### src/rtl/au_controller_if.sv
// au_controller_if: operation request and result handshake bundle for au_controller.
interface au_controller_if #(parameter int N = 8);
  logic         op_valid;
  logic         op_ready;
  logic [N-1:0] op_a;
  logic [N-1:0] op_b;
  logic         op_sub;
  logic         res_valid;
  logic         res_ready;
  logic [N-1:0] res_data;
  logic [3:0]   res_cc;
  modport master (output op_valid, op_a, op_b, op_sub, res_ready,
                  input  op_ready, res_valid, res_data, res_cc);
  modport slave  (input  op_valid, op_a, op_b, op_sub, res_ready,
                  output op_ready, res_valid, res_data, res_cc);
endinterface

### src/rtl/au_controller.sv
// au_controller: sequences an external add/sub unit through load-A, load-B, execute and response.
// Optional sticky overflow flag enabled by AU_CTRL_OVF_STICKY_EN.
module au_controller #(parameter int N = 8) (
  input  logic         clk,
  input  logic         clear_n,
  au_controller_if.slave bus,
  output logic [N-1:0] au_the_input,
  output logic         au_inA,
  output logic         au_inB,
  output logic         au_out,
  output logic         au_add_sub_control,
  output logic         au_clear,
  input  logic [N-1:0] au_rout,
  input  logic [3:0]   au_ccout,
  output logic         ovf_sticky,
  input  logic         ovf_clr
);
  typedef enum logic [2:0] {INIT, IDLE, LOAD_A, LOAD_B, EXEC, RESP} state_t;
  state_t       state_q, state_d;
  logic [N-1:0] a_q, a_d, b_q, b_d;
  logic         sub_q, sub_d;
  logic         accept;
  assign accept = (state_q == IDLE) && bus.op_valid;
  always_ff @(posedge clk or negedge clear_n) begin
    if (!clear_n) begin
      state_q <= INIT;
      a_q     <= '0;
      b_q     <= '0;
      sub_q   <= 1'b0;
    end else begin
      state_q <= state_d;
      a_q     <= a_d;
      b_q     <= b_d;
      sub_q   <= sub_d;
    end
  end
  always_comb begin
    a_d   = accept ? bus.op_a   : a_q;
    b_d   = accept ? bus.op_b   : b_q;
    sub_d = accept ? bus.op_sub : sub_q;
  end
  always_comb begin
    state_d = state_q;
    case (state_q)
      INIT:    state_d = IDLE;
      IDLE:    state_d = bus.op_valid ? LOAD_A : IDLE;
      LOAD_A:  state_d = LOAD_B;
      LOAD_B:  state_d = EXEC;
      EXEC:    state_d = RESP;
      RESP:    state_d = bus.res_ready ? IDLE : RESP;
      default: state_d = INIT;
    endcase
  end
  // Moore outputs; result passes straight from the AU registers, which only load in EXEC
  always_comb begin
    bus.op_ready       = state_q == IDLE;
    bus.res_valid      = state_q == RESP;
    bus.res_data       = (state_q == RESP) ? au_rout  : '0;
    bus.res_cc         = (state_q == RESP) ? au_ccout : 4'b0;
    au_clear           = state_q == INIT;
    au_inA             = state_q == LOAD_A;
    au_inB             = state_q == LOAD_B;
    au_out             = state_q == EXEC;
    au_add_sub_control = sub_q;
    au_the_input       = (state_q == LOAD_A) ? a_q : (state_q == LOAD_B) ? b_q : '0;
  end
`ifdef AU_CTRL_OVF_STICKY_EN
  logic ovf_q, ovf_d;
  always_comb ovf_d = (bus.res_valid && bus.res_ready && au_ccout[1]) || (ovf_q && !ovf_clr);
  always_ff @(posedge clk or negedge clear_n) begin
    if (!clear_n) ovf_q <= 1'b0;
    else          ovf_q <= ovf_d;
  end
  assign ovf_sticky = ovf_q;
`else
  logic unused_ovf_clr;
  assign unused_ovf_clr = ovf_clr;
  assign ovf_sticky     = 1'b0;
`endif
endmodule
### src/flat_wrapper.sv
// flat-port wrapper written by rule: the top's interface ports become plain ports
module au_controller_flat 
#(parameter int N = 8)
  (clk, clear_n, au_the_input, au_inA, au_inB, au_out, au_add_sub_control, au_clear, au_rout, au_ccout, ovf_sticky, ovf_clr, bus_op_valid, bus_op_a, bus_op_b, bus_op_sub, bus_res_ready, bus_op_ready, bus_res_valid, bus_res_data, bus_res_cc);
  au_controller_if #(.N(N)) bus_i ();
  input  logic clk;
  input  logic clear_n;
  output logic [N-1:0] au_the_input;
  output logic au_inA;
  output logic au_inB;
  output logic au_out;
  output logic au_add_sub_control;
  output logic au_clear;
  input  logic [N-1:0] au_rout;
  input  logic [3:0] au_ccout;
  output logic ovf_sticky;
  input  logic ovf_clr;
  input wire logic [$bits(bus_i.op_valid)-1:0] bus_op_valid;
  input wire logic [$bits(bus_i.op_a)-1:0] bus_op_a;
  input wire logic [$bits(bus_i.op_b)-1:0] bus_op_b;
  input wire logic [$bits(bus_i.op_sub)-1:0] bus_op_sub;
  input wire logic [$bits(bus_i.res_ready)-1:0] bus_res_ready;
  output wire logic [$bits(bus_i.op_ready)-1:0] bus_op_ready;
  output wire logic [$bits(bus_i.res_valid)-1:0] bus_res_valid;
  output wire logic [$bits(bus_i.res_data)-1:0] bus_res_data;
  output wire logic [$bits(bus_i.res_cc)-1:0] bus_res_cc;
  assign bus_i.op_valid = bus_op_valid;
  assign bus_i.op_a = bus_op_a;
  assign bus_i.op_b = bus_op_b;
  assign bus_i.op_sub = bus_op_sub;
  assign bus_i.res_ready = bus_res_ready;
  assign bus_op_ready = bus_i.op_ready;
  assign bus_res_valid = bus_i.res_valid;
  assign bus_res_data = bus_i.res_data;
  assign bus_res_cc = bus_i.res_cc;
  au_controller #(.N(N)) u_core (.clk(clk), .clear_n(clear_n), .bus(bus_i), .au_the_input(au_the_input), .au_inA(au_inA), .au_inB(au_inB), .au_out(au_out), .au_add_sub_control(au_add_sub_control), .au_clear(au_clear), .au_rout(au_rout), .au_ccout(au_ccout), .ovf_sticky(ovf_sticky), .ovf_clr(ovf_clr));
endmodule
### config.mk
export PLATFORM = sky130hd
export DESIGN_NAME = au_controller_flat
export DESIGN_NICKNAME = d
export VERILOG_FILES = /design/src/rtl/au_controller_if.sv /design/src/rtl/au_controller.sv /design/src/flat_wrapper.sv
export SDC_FILE = /design/constraint.sdc
export NUM_CORES = 1
export LEC_CHECK = 0
export ABC_AREA = 1
export CORE_MARGIN = 2
export CORE_UTILIZATION = 34
export DETAILED_ROUTE_END_ITERATION = 10
export GPL_ROUTABILITY_DRIVEN = 0
export GPL_TIMING_DRIVEN = 1
export PLACE_DENSITY = 0.84
export SLEW_MARGIN = 20
export SYNTH_ARGS = -nofsm -noshare
export SYNTH_HDL_FRONTEND = slang
export SYNTH_SLANG_ARGS = --single-unit
### constraint.sdc
create_clock -name clk -period 1.1 [get_ports clk]
set_clock_uncertainty 0.1 [all_clocks]
set_input_delay 0.11 -clock clk [delete_from_list [all_inputs] [get_ports clk]]
set_output_delay 0.11 -clock clk [all_outputs]
set_load 0.01 [all_outputs]
Word-level counts from Yosys, hierarchy flattened
Index checks and enable logic that the tools add are counted.
{"block": "word_totals", "reg_bits": 20, "inputBits": 34, "output_inout_bits": 28, "wordCells": 18}
{"block": "op_classes", "eq_ne": 5, "n_mux": 7, "reduce_logical": 2}
{"op": "$mux W8", "n": 3}
{"op": "$pmux W3 S6", "n": 1}
{"op": "$eq A3 B2 Y1 const B", "n": 2}
{"op": "$eq A3 B3 Y1 const B", "n": 2}
{"op": "$mux W4", "n": 1}
{"op": "$eq A3 B1 Y1 const B", "n": 1}
{"op": "$logic_not A3 Y1", "n": 1}
{"op": "$mux W3", "n": 1}
{"op": "$mux W2", "n": 1}
{"op": "$logic_and A1 B1 Y1", "n": 1}

Logic depth before layout (Yosys ltp)
Gate-level depths: netlist of run 1.
{"block": "logic_depth", "ltp_word": 3, "ltp_mapped": 7, "ltp_nobuf": 5}

Least setup slack after synthesis of run 1
No wires, ideal clock.
{"block": "synth_path", "kind": "register to output", "startpoint": "register u_core.state_q[1]", "endpoint": "output bus_res_cc[1]", "arrival_ns": 1.064, "required_time_ns": 0.890, "slack_ns": -0.174, "path_stages_with_launch": 6, "path_buffers": 2, "cell_sequence": "dfrtp_1 > buf_2 > nor2_8 > nand2_2 > buf_6 > nor2_1"}
{"block": "synth_via", "elab_chain_cells": 2}
{"element": "from (decl)", "line_no": "au_controller.sv:19", "source": "state_t state_q, state_d;"}
{"element": "from (signal assigned)", "line_no": "au_controller.sv:31", "source": "state_q <= state_d;"}
{"element": "$eq A3 B3 Y1", "line_no": "au_controller.sv:59", "source": "bus.res_cc = (state_q == RESP) ? au_ccout : 4'b0;"}
{"element": "$mux W4", "line_no": "au_controller.sv:59"}
{"element": "to (decl)", "line_no": "flat_wrapper.sv:26", "source": "output wire logic [$bits(bus_i.res_cc)-1:0] bus_res_cc;"}
Every way passes these cells.

Final worst setup path of run 1
{"block": "layout_path", "startpoint": "register u_core.state_q[0]", "endpoint": "output bus_res_cc[0]"}
The elaborated chain is that of the path after synthesis.

==> results of run 1 <==
[worst max-delay path, stage by stage, from the launching register on]
cell	delay (ps)
dfrtp_2	430
buf_12	120
inv_8	30
nor2_8	160
buf_12	130
nand2_8	80
nor2_1	150
buf_2	150
[synth_stat cells, types with 2 or more instances]
master,n
nand2_1,54
nand3_1,26
dfrtp_1,20
inv_1,16
nor2_1,12
buf_4,5
nor3_1,3
buf_2,2
buf_6,2
nor2_8,2
[flip-flops by register name (all words and copies together) (netlist names)]
register	count
u_core.a_q	8
u_core.b_q	8
u_core.au_add_sub_control	1
u_core.state_q	3
[logic make-up after synthesis]
kind of cell	count (synthesis)	synth area share, %
and+or+nand+nor	101	41.7
AOI/OAI and AO/OA	1	0.563
other	1	0.337
buffers and inverters	27	12.4
DFF	20	45.0
[placed cells by master, fill, tap and decap left out, types with 5 or more instances in the layout]
cell / instances
nand3_1: 21
buf_4: 9
clkdlybuf4s50_1: 32
nand2_1: 50
buf_2: 14
nand3_2: 5
nor2_4: 11
buf_6: 24
dfrtp_1: 17
inv_1: 14
buf_12: 8
[cell type report]
type / count / area (sq um) / share of cell area [%]
repair inverters: 1 / 8.76 / 0.381
inverters: 18 / 76.3 / 3.32
flip-flops and latches: 20 / 504 / 21.9
clock inverters: 1 / 30.0 / 1.31
multi-input cells: 106 / 687 / 29.9
repair buffers: 89 / 915 / 39.8
clock buffers: 3 / 22.5 / 0.980
well taps: 44 / 55.1 / 2.40
[per-layer routing]
layer | global-route usage (%) | vias to the layer above | share of wire [%]
met1 | 27.3 | 656 | 36
met2 | 37.7 | 79 | 52
li1 | - | 642 | -
met4 | 7.14 | 0 | 4.2
met5 | 0 | - | 0
met3 | 3.36 | 20 | 7.9
[what timing repair did]
item                       in CTS  in global routing
setup buffers                  13                  6
gates resized for setup       136                 30
pin swaps                      10                  5
gates cloned                    3                  2
setup endpoints to repair      47                 46
[power groups by stage]
stage	Sequential (W)	Clock, W	Combinational (W)
floorplan	0.00123	0	0.00144
global placement	0.00133	0	0.00214
detailed placement	0.00134	0	0.00219
CTS	0.00132	0.000606	0.00272
global route	0.00139	0.000637	0.00388
finish	0.00136	0.000614	0.00367
[worst min path at each step]
stage	endpoint	slack, ps	depth (start not counted)
6_report	u_core.b_q[0]	50	2
5_1_grt	u_core.a_q[0]	70	2
4_1_cts	u_core.a_q[7]	40	2
3_3_place_gp	u_core.a_q[7]	350	2
3_5_place_dp	u_core.a_q[4]	360	2
2_1_floorplan	u_core.a_q[0]	-290	0
[metrics by stage]
stage	cell area (sq um)	TNS (ps)	utilization, %	hold WS [ps]
after detailed placement	1870	-21080	60.7	360
after floorplan	1210	-2530	-	-286
after CTS	2070	-19450	67.2	38.8
final	2300	-20000	74.7	48.1
after global placement	1870	-19880	60.7	355
after global routing	2300	-22590	74.7	67.3
==> metrics.yaml, run 1 <==
grt_usage_pct: 21.6
n_fill_cell: 205
rrSetupSlack_ps: -400
layout-drive-gt1-share_pct: 42.4
rsz0062_at_grt: "true"
grt_pass1_vias: 1223
die_y_microns: 61.2
r2r_cells: 8
r2r-end: "u_core.a_q[0]"
drt-total-wl_microns: 4570
final_net_count: 273
synth.distinct_cells: 18
cap_viol_max_count: 0
numCtsBuffers: 3
switching_share_pct: 41.9
grt_pass1_wl_microns: 5820
ys_async_sr_fraction_pct: 100
dp_slack_ps: -660
total_power_w: 0.00564
port_buffers: 59
vias_per_cell: 4.95
worstHoldPathType: "input pin to async pin"
diodes: 0
cts_buffer_depth: 2
leakage_nw: 1.17
ios: 62
status: "finished with violations"
grt_antenna_before_repair: 0
post-route-period-util_pct: 160
max-vdd-ir-drop_mv: 1.14
crit_path_start: "u_core.state_q[0]"
p_seq_share_pct: 24.1
clkTransAtPathRegs_ps: 120
cts_hold_buf: 0
setup.worst_path.start_class: "register"
root_buffer: "clkbuf_4"
dp_hpwl_microns: 2220
start_util_pct: 36.1
vias: 1397
clock_sinks: 20
die_area_sq_um: 3740
layout_setup_ws_ps: -663
required_ps: 890
critPathMaxFanout: 6
syn_inst: 150
num_rows: 20
insertion_delay_ps: 310
violations: "negative setup slack"
p_sw_w: 0.00237
syn_to_final_growth_pct: 107
cts.htree.levels: 1
cp-end-kind: "output pin"
p_int_w: 0.00327
synth_area_leader_cell: "dfrtp_1"
dr.pass1.iters: 4
path_class: "register to output pin"
syn_avg_cell_area_sq_um: 7.42
synth_edf_count: 0
setup.worst_path.end: "bus_res_cc[0]"
synth_top_area_share_pct: 45.0
synth_warnings: 0
ant_nets: 0
drtIter0Drc: 87
instances_no_fill: 282
yosys-top-cells-area: "dfrtp_1, nand2_1, nand3_1"
ys_seq_elements: 20
synth_ff_type: "dfrtp_1"
p_per_area_nw_per_um2: 2450
seq_area_frac_synth_pct: 45.0
maxSlewViolCount: 0
final-setup-viol-count: 46
die_w_microns: 61.2
pwr-share-comb_pct: 65.1
overflow: 0
clock.fmax_mhz: 567
dp_cells: 254
period_needed_ps: 1760
drc: 0
cts_tree: "built"
arrival_ps: 1550
r2r-start: "u_core.state_q[0]"
syn_area_sq_um: 1110
clock_power_share_pct: 10.9
syn-num-nets: 184
grt_max_degree: 21
hold_viol: 0
avgRoutedWirePerCell_microns: 16.2
core-area_sq_um: 3080
Power figures use the tool's default switching activity.
==> inputs of run 2 (changes only) <==
--- a/config.mk
+++ b/config.mk
@@ -8,6 +8,7 @@
 export ABC_AREA = 1
 export CORE_MARGIN = 2
 export CORE_UTILIZATION = 34
+export CTS_CLUSTER_SIZE = 8
 export DETAILED_ROUTE_END_ITERATION = 10
 export GPL_ROUTABILITY_DRIVEN = 0
 export GPL_TIMING_DRIVEN = 1
==> results of run 2 <==
The final DEF is identical to that of run 1; final timing and power are the same.
